<file path="src/rtl/chip8_keypad_pkg.sv">
// chip8_keypad_pkg: shared CHIP-8 keypad constants (matrix-to-key map, "no key" code) and a lowest-key helper
package chip8_keypad_pkg;
    localparam logic [4:0] NO_KEY = 5'd16;
    // Indexed by matrix position {row, col}; value is the CHIP-8 key printed on that button.
    localparam logic [3:0] KEY_MAP [16] = '{
        4'h1, 4'h2, 4'h3, 4'hC,
        4'h4, 4'h5, 4'h6, 4'hD,
        4'h7, 4'h8, 4'h9, 4'hE,
        4'hA, 4'h0, 4'hB, 4'hF
    };
    function automatic logic [4:0] lowest_key(input logic [15:0] keys);
        logic [4:0] k;
        k = NO_KEY;
        for (int i = 15; i >= 0; i--) if (keys[i]) k = 5'(i);
        return k;
    endfunction
endpackage

</file>
<file path="src/rtl/chip8_keypad_if.sv">
// chip8_keypad_if: keypad bus -- row_n/col_n to the matrix, input_keys/newest_key_down/clear_newest_key_down to the core
// master: the keypad block (drives rows and key state); slave: matrix + core side
interface chip8_keypad_if;
    logic [3:0]  row_n;
    logic [3:0]  col_n;
    logic [15:0] input_keys;
    logic [4:0]  newest_key_down;
    logic        clear_newest_key_down;
    modport master (
        output row_n, input_keys, newest_key_down,
        input  col_n, clear_newest_key_down
    );
    modport slave (
        input  row_n, input_keys, newest_key_down,
        output col_n, clear_newest_key_down
    );
endinterface

</file>
<file path="src/rtl/chip8_keypad_sync2.sv">
// sync2: two-flop synchronizer, WIDTH bits, reset to INIT
// ports: clk, rst (sync, active-high), d (async in), q (synchronized out)
module sync2 #(
    parameter int WIDTH = 1,
    parameter logic [WIDTH-1:0] INIT = '0
) (
    input  logic             clk,
    input  logic             rst,
    input  logic [WIDTH-1:0] d,
    output logic [WIDTH-1:0] q
);
    logic [WIDTH-1:0] meta;
    always_ff @(posedge clk) begin
        if (rst) {q, meta} <= {INIT, INIT};
        else {q, meta} <= {meta, d};
    end
endmodule

</file>
<file path="src/rtl/chip8_keypad.sv">
// chip8_keypad: 4x4 matrix scanner with frame debounce, producing CHIP-8 key state and the newest pressed key
// ports: clk, rst (sync, active-high), bus (master modport: row_n, col_n, input_keys, newest_key_down, clear_newest_key_down)
module chip8_keypad
    import chip8_keypad_pkg::*;
#(
    parameter int SCAN_DIV       = 1000,
    parameter int DEBOUNCE_SCANS = 4
) (
    input  logic clk,
    input  logic rst,
    chip8_keypad_if.master bus
);
    localparam int DW = $clog2(SCAN_DIV);
    localparam int SW = $clog2(DEBOUNCE_SCANS + 1);
    logic [3:0]    col_s;
    logic [DW-1:0] div;
    logic [1:0]    row;
    logic [15:0]   frame, prev_frame, frame_nxt, new_press;
    logic [SW-1:0] stable;
    logic          frame_done, clr_prev, sample, load;
    sync2 #(.WIDTH(4), .INIT(4'hF)) u_sync (.clk(clk), .rst(rst), .d(bus.col_n), .q(col_s));
    assign sample    = div == DW'(SCAN_DIV - 1);
    assign bus.row_n = ~(4'b0001 << row);
    // Each row overwrites its own four bits, so the frame never needs an explicit clear.
    always_comb begin
        frame_nxt = frame;
        for (int c = 0; c < 4; c++) frame_nxt[KEY_MAP[{row, 2'(c)}]] = ~col_s[c];
    end
    // Loading happens the cycle after the frame that made the count reach its target.
    assign load      = frame_done && stable == SW'(DEBOUNCE_SCANS);
    assign new_press = prev_frame & ~bus.input_keys;
    always_ff @(posedge clk) begin
        if (rst) begin
            div                 <= '0;
            row                 <= '0;
            frame               <= '0;
            prev_frame          <= '0;
            stable              <= '0;
            frame_done          <= 1'b0;
            clr_prev            <= 1'b0;
            bus.input_keys      <= '0;
            bus.newest_key_down <= NO_KEY;
        end else begin
            div        <= sample ? '0 : div + 1'b1;
            clr_prev   <= bus.clear_newest_key_down;
            frame_done <= sample && row == 2'd3;
            if (sample) begin
                frame <= frame_nxt;
                row   <= row + 2'd1;
                if (row == 2'd3) begin
                    prev_frame <= frame_nxt;
                    stable     <= (frame_nxt != prev_frame) ? SW'(1) :
                                  (stable == SW'(DEBOUNCE_SCANS)) ? stable : stable + 1'b1;
                end
            end
            if (load) bus.input_keys <= prev_frame;
            // A fresh press outranks a clear arriving in the same cycle.
            if (load && |new_press) bus.newest_key_down <= lowest_key(new_press);
            else if (bus.clear_newest_key_down && !clr_prev) bus.newest_key_down <= NO_KEY;
        end
    end
endmodule

</file>
<file path="src/flat_wrapper.sv">
// flat-port wrapper written by rule: the top's interface ports become plain ports
module chip8_keypad_flat import chip8_keypad_pkg::*;
#(
    parameter int SCAN_DIV       = 1000,
    parameter int DEBOUNCE_SCANS = 4
)
  (clk, rst, bus_row_n, bus_input_keys, bus_newest_key_down, bus_col_n, bus_clear_newest_key_down);
  chip8_keypad_if bus_i ();
  input  logic clk;
  input  logic rst;
  output wire logic [$bits(bus_i.row_n)-1:0] bus_row_n;
  output wire logic [$bits(bus_i.input_keys)-1:0] bus_input_keys;
  output wire logic [$bits(bus_i.newest_key_down)-1:0] bus_newest_key_down;
  input wire logic [$bits(bus_i.col_n)-1:0] bus_col_n;
  input wire logic [$bits(bus_i.clear_newest_key_down)-1:0] bus_clear_newest_key_down;
  assign bus_row_n = bus_i.row_n;
  assign bus_input_keys = bus_i.input_keys;
  assign bus_newest_key_down = bus_i.newest_key_down;
  assign bus_i.col_n = bus_col_n;
  assign bus_i.clear_newest_key_down = bus_clear_newest_key_down;
  chip8_keypad #(.SCAN_DIV(SCAN_DIV), .DEBOUNCE_SCANS(DEBOUNCE_SCANS)) u_core (.clk(clk), .rst(rst), .bus(bus_i));
endmodule
</file>
<file path="config.mk">
export PLATFORM = sky130hd
export DESIGN_NAME = chip8_keypad_flat
export DESIGN_NICKNAME = d
export VERILOG_FILES = /design/src/rtl/chip8_keypad_pkg.sv /design/src/rtl/chip8_keypad_if.sv /design/src/rtl/chip8_keypad_sync2.sv /design/src/rtl/chip8_keypad.sv /design/src/flat_wrapper.sv
export SDC_FILE = /design/constraint.sdc
export NUM_CORES = 1
export LEC_CHECK = 0
export BUFFER_PORTS_ARGS = -buffer_cell sky130_fd_sc_hd__buf_4
export CAP_MARGIN = 10
export CORE_AREA = 2 2 107 78
export CTS_BUF_LIST = sky130_fd_sc_hd__clkbuf_4 sky130_fd_sc_hd__clkbuf_8 sky130_fd_sc_hd__clkbuf_16
export DETAILED_ROUTE_END_ITERATION = 10
export DIE_AREA = 0 0 109 80
export GPL_ROUTABILITY_DRIVEN = 0
export PLACE_DENSITY = 0.73
export SLEW_MARGIN = 20
export SYNTH_ARGS = -nofsm -noshare
export SYNTH_HDL_FRONTEND = slang
export SYNTH_SLANG_ARGS = --single-unit
</file>
<file path="constraint.sdc">
create_clock -name clk -period 7.45 [get_ports clk]
set_input_delay 0.745 -clock clk [delete_from_list [all_inputs] [get_ports clk]]
set_output_delay 0.745 -clock clk [all_outputs]
set_load 0.01 [all_outputs]
</file>
# Yosys cells after proc, flatten, opt, wreduce, memory -nomap -nowiden
# Memories as Yosys holds them, arrays and structs flattened.
# Cells that the tools add are included.
# totals
output_inout_bits,25
inputBits,7
elab_cells,101
memories,4
ff_bits,78
rom_bits,256
# classes
n_shift,1
eq_ne,5
add_sub_neg,3
reduce_logical,14
muxes,40
magnitude_cmp,12
n_bitwise,11
# memory_table
memory,words,word_bits,rd,rd_ports_with_merged_regs,wr,line,text
(no name shown),16,4,1,0,0,chip8_keypad.sv:27,"for (int c = 0; c < 4; c++) frame_nxt[KEY_MAP[{row, 2'(c)}]] = ~col_s[c];"
(no name shown),16,4,1,0,0,chip8_keypad.sv:27,
(no name shown),16,4,1,0,0,chip8_keypad.sv:27,
(no name shown),16,4,1,0,0,chip8_keypad.sv:27,
# op_table
operator,count
5-bit two-way mux,18
16-bit bitwise mux,4
4-bit two-way mux,8
5-bit >= comparator (second input constant),4
4-bit by 5-bit less-than comparator with 1-bit output (second input constant),4
4-bit inverter with 5-bit output,4
16-bit AND,1
1-bit demux with 4-bit select,4
4-bit by 1-bit >= comparator with 1-bit output (second input constant),4
16-bit inequality test,1
16-bit inverter,1
16-bit OR reduction,1
10-bit by 1-bit adder with 10-bit output (second input constant),1
10-bit == test (second input constant),1
1-bit logical AND,8
3-bit two-way mux,2
1-bit two-way mux,4
1-bit inverter,4
4-bit inverter,1
1-bit by 2-bit left shift with 4-bit output (first input constant),1
3-bit by 1-bit adder with 3-bit output (second input constant),1
3-bit == test (second input constant),1
3-bit AND reduction,1
2-bit by 1-bit adder with 2-bit output (second input constant),1
6 further kinds,6

# Longest topological paths before layout
# logic_depth
ltp_word,19
depth_mapped,12
mapped_depth_nobuf,10

# By module
# Synthesis repeated with hierarchy kept, for this count alone.
# unflattened
cells_unflattened,498
hier_area_um2,4096.4
# by_module_without_submodules
module,instances,seq_area_each_um2,area_each_um2,cells_per_inst
chip8_keypad,1,1401.3,3886.2,482
sync2,1,160.2,210.2,16

# Worst setup path after synthesis
# No wires, ideal clock.
# synth_timing
kind,reg2reg
start,register u_core.row[1]
end,register u_core.stable[2]
required_ns,7.371
path_slack_ns,4.752
t_arrival_ns,2.619
period_less_slack_ns,2.698
setup_ns,0.079
path_buffers,1
path_stages_with_launch,12
path_cell_list,dfxtp_1 -> inv_1 -> ha_1 -> buf_2 -> a21oi_1 -> a311o_1 -> mux2_2 -> o21ai_1 -> a2111oi_2 -> nand4_1 -> a31o_1 -> a211oi_2
# synth_via
elab_chain_len,15
word_cells_on_any_way,45
cone_classes,order compare (8); eq/ne (3); mux (21); bitwise (4); reduce/logical (5); memory (4)
# synth_lines
element,line,text
start: declaration,chip8_keypad.sv:17,logic [1:0] row;
start signal: assignment,chip8_keypad.sv:49,row <= row + 2'd1;
4-bit inverter with 5-bit output (not written as such),chip8_keypad.sv:27,
memory read 16 x 4 bit,--,
4-bit two-way mux (not written as such) (2 in a row),chip8_keypad.sv:27,
4-bit by 5-bit less-than comparator with 1-bit output (not written as such) / 4-bit by 1-bit >= comparator with 1-bit output (equally long branches),chip8_keypad.sv:27,
1-bit logical AND (not written as such),chip8_keypad.sv:27,
1-bit two-way mux (not written as such),chip8_keypad.sv:27,
1-bit demux with 4-bit select,--,
16-bit bitwise mux (4 in a row),chip8_keypad.sv:27,
16-bit inequality test,chip8_keypad.sv:52,stable <= (frame_nxt != prev_frame) ? SW'(1) :
2-bit inequality test (no line),--,
3-bit AND reduction (no line),--,
end signal: assignment,chip8_keypad.sv:52,
end: declaration,chip8_keypad.sv:19,logic [SW-1:0] stable;
# Several ways; a longest one is shown, not always the timed one. The select of a mux whose other input is x is not followed.
# A chain may end at the register's enable or synchronous reset.

# Worst setup path in the final report
# Same ends and word-level chain as after synthesis.

==> results.sh <==
export IMPL_status="completed"
export IMPL_syn_area_sq_um=4150
export IMPL_cts_setup_buffers=0
export IMPL_first_iter_violations=346
export IMPL_start_util=0.542
export IMPL_utilization=0.599
export IMPL_power_density_nw_per_um2=176
export IMPL_routed_wl_microns=10600
export IMPL_power_mw=0.807
export IMPL_worstSetupStartpointType="flip-flop"
export IMPL_multi_input_area_sq_um=2370
export IMPL_grt_total_usage=0.266
export IMPL_post_route_drc_count=0
export IMPL_cap_violations=0
export IMPL_die_w_microns=109
export IMPL_syn2layout_area_growth_pct=10.6
export IMPL_via_per_inst=6.00
export IMPL_drive_gt1_frac=0.134
export IMPL_path_class="flip-flop to flip-flop"
export IMPL_grt_setup_unrepaired="false"
export IMPL_critical_path_slowest_cell="ha_1"
export IMPL_tightest_slew_ns=0.981
export IMPL_max_slew_margin_rel=0.346
export IMPL_finalHoldViolations=0
export IMPL_dp_hpwl_microns=7290
export IMPL_htree_levels=3
export IMPL_yosysTopAreaCellShare=0.376
export IMPL_grt_max_degree=70
export IMPL_peakVddDrop_mv=0.122
export IMPL_internal_power_mw=0.625
export IMPL_p_leak_nw=1.61
export IMPL_first_pass_iters=5
export IMPL_slew_violations=0
export IMPL_synthTopCellsByArea="dfxtp_1 (38%), a21oi_1 (5.8%), nand2_1 (5.5%)"
export IMPL_critPathMaxFanout=23
export IMPL_vias=3778
export IMPL_synthArstFlopShare=0
export IMPL_ys_ff_latch=78
export IMPL_cts_buffer_depth=2
export IMPL_routedWlPerCell_microns=16.8
export IMPL_finalSetupViolations=0
export IMPL_clk_pin_slew_ns=0.09
export IMPL_coreArea_sq_um=7670
export IMPL_p_clk_frac=0.447
export IMPL_synth_fp_nets=529
export IMPL_syn_inst=511
export IMPL_synth_distinct_cells=66
export IMPL_crit_chain="inv_1 > ha_1 > a21oi_1 > o31ai_1 > xor2_1 > a2111oi_2 > o2111a_1 > nand4_1 > a31o_1 > a211oi_2"
export IMPL_antenna_found_initial=0
export IMPL_seq_area_sq_um=1560
export IMPL_fp_dieArea_sq_um=8720
export IMPL_fin_skew_ns=0.0145
export IMPL_min_period_ns=3.53
export IMPL_n_fill_cell=682
export IMPL_pwr_share_seq=0.527
export IMPL_io_pins=32
export IMPL_fmax_ghz=0.284
export IMPL_ys_flop_type="dfxtp_1"
export IMPL_synth_top_cell_by_area="dfxtp_1"
export IMPL_hp_class="flip-flop to flip-flop"
export IMPL_port_buffers=31
export IMPL_p_comb_frac=0.026
export IMPL_num_rows=27
export IMPL_worst_setup_path_end_kind="flip-flop"
export IMPL_switching_power_mw=0.182
export IMPL_die_h_microns=80
export IMPL_antenna_cells=0
export IMPL_drtAntennaViolNets=0
export IMPL_cts_resized=0
export IMPL_cp_data_arrival_time_ns=3.83
export IMPL_grt_pass1_wl_microns=17800
export IMPL_clock_sinks=78
export IMPL_yosys_warnings=0
export IMPL_avgSynthCellArea_sq_um=8.13
export IMPL_critPathRequiredTime_ns=7.75
export IMPL_critical_path_max_stage_delay_ns=0.83
export IMPL_clkLatencyLatePin_ns=0.38
export IMPL_ys_seq_area_frac=0.376
export IMPL_nNetsFinal=543
export IMPL_finalCritPeriodShare=0.473
export IMPL_cts_buffers=9
export IMPL_grt_ovfl_total=0
export IMPL_switching_share=0.225
export IMPL_synth_edf_count=0
export IMPL_cts_tree="done"
export IMPL_root_buffer="clkbuf_8"
export IMPL_grt_pass1_vias=3569
export IMPL_fin_setup_tns_ns=0
export IMPL_cts_hold_buf=0
[per-stage QoR]
| stage | worst slack, ns | hold WS (ns) | instance area [sq um] | cells |
|---|---|---|---|---|
| 2_1_floorplan | 4.75 | 0.389 | 4150 | 511 |
| 3_3_place_gp | 4.23 | 0.391 | 4370 | 615 |
| 3_5_place_dp | 3.98 | 0.394 | 4370 | 615 |
| 4_1_cts | 3.95 | 0.413 | 4590 | 630 |
| 5_1_grt | 3.65 | 0.419 | 4590 | 630 |
| 6_report | 3.92 | 0.411 | 4590 | 630 |
[synth_stat cells, types with 4 or more instances]
library cell	instances
xnor2_1	12
nor2b_1	9
or2_2	10
a311oi_1	6
dfxtp_1	78
inv_1	16
nand3_1	19
buf_2	4
a21oi_1	48
o21ai_0	13
buf_6	4
nor2_1	61
clkbuf_1	19
nand2b_1	17
nor3_1	10
mux2i_1	12
a211oi_1	21
and3_1	4
nand2_1	61
ha_1	11
a31oi_1	4
xor2_1	7
[cells by family after synthesis]
group                      Yosys count  share of synthesized area
DFF                                 78                      0.376
muxes                               13                     0.0316
AOI/OAI and AO/OA                  134                      0.226
xor gates and xnor gates            19                     0.0401
buffers and inverters               47                     0.0554
adders and majority gates           11                     0.0331
and+or+nand+nor                    209                      0.238
[layout make-up]
class | instances | area share
inverter | 17 | 0.0139
sequential | 78 | 0.340
multi-input combinational | 386 | 0.517
clock inverter | 5 | 0.0180
clock buffer | 10 | 0.0300
tap | 101 | 0.0275
timing repair buffer | 33 | 0.0539
[worst max-delay path, delay by kind of cell, from the launching register on]
kind | cells | cell delay (ns)
AO/OA/AOI/OAI | 6 | 1.69
XOR/XNOR | 1 | 0.14
adder cells (fa/ha/maj) | 1 | 0.83
buffers and inverters | 1 | 0.18
flip-flops | 1 | 0.43
AND/OR/NAND/NOR | 1 | 0.19
[metal layers]
layer  vias up  part of all wire  GRT usage
li1       1821                 -          -
met1      1769              0.49      0.394
met2       174              0.41      0.366
met3        14             0.092     0.0857
met4         0             0.013     0.0705
met5         -                 0          0
[placed cells by master, fill, tap and decap left out, types with 4 or more instances in the layout]
| cell | instances |
|---|---|
| dfxtp_1 | 78 |
| nand2_1 | 61 |
| nor2_1 | 61 |
| a21oi_1 | 48 |
| buf_4 | 33 |
| a211oi_1 | 21 |
| nand3_1 | 19 |
| nand2b_1 | 17 |
| inv_1 | 16 |
| o21ai_0 | 13 |
| mux2i_1 | 12 |
| xnor2_1 | 12 |
| ha_1 | 11 |
| or2_2 | 10 |
| clkbuf_8 | 10 |
| nor2b_1 | 9 |
| nor3_1 | 9 |
| xor2_1 | 7 |
| a311oi_1 | 6 |
| and3_1 | 4 |
| a31oi_1 | 4 |
[path summary, 6_finish.rpt]
check,from,end,slack [ns],cells past startpoint
setup / recovery,u_core.row[1],u_core.stable[2],3.92,10
hold / removal,u_core.u_sync.meta[1],u_core.u_sync.q[1],0.41,1
setup reg to reg,u_core.row[1],u_core.stable[2],3.92,10
hold reg to reg,u_core.u_sync.meta[1],u_core.u_sync.q[1],0.41,1
[power by group through the flow]
stage               Combinational [mW]  Sequential, mW  Clock (mW)
floorplan                       0.0170           0.432           0
global placement                0.0204           0.435           0
detailed placement              0.0209           0.435           0
CTS                             0.0210           0.425       0.366
global route                    0.0237           0.426       0.383
finish                          0.0211           0.425       0.361
[flip-flops by register name, indices dropped and copies added (netlist names)]
register,count
u_core.bus.input_keys,16
u_core.bus.newest_key_down,5
u_core.clr_prev,1
u_core.div,10
u_core.frame,16
u_core.frame_done,1
u_core.prev_frame,16
u_core.row,2
u_core.stable,3
u_core.u_sync.meta,4
u_core.u_sync.q,4
Note: power is estimated with default switching activity, not from simulation.
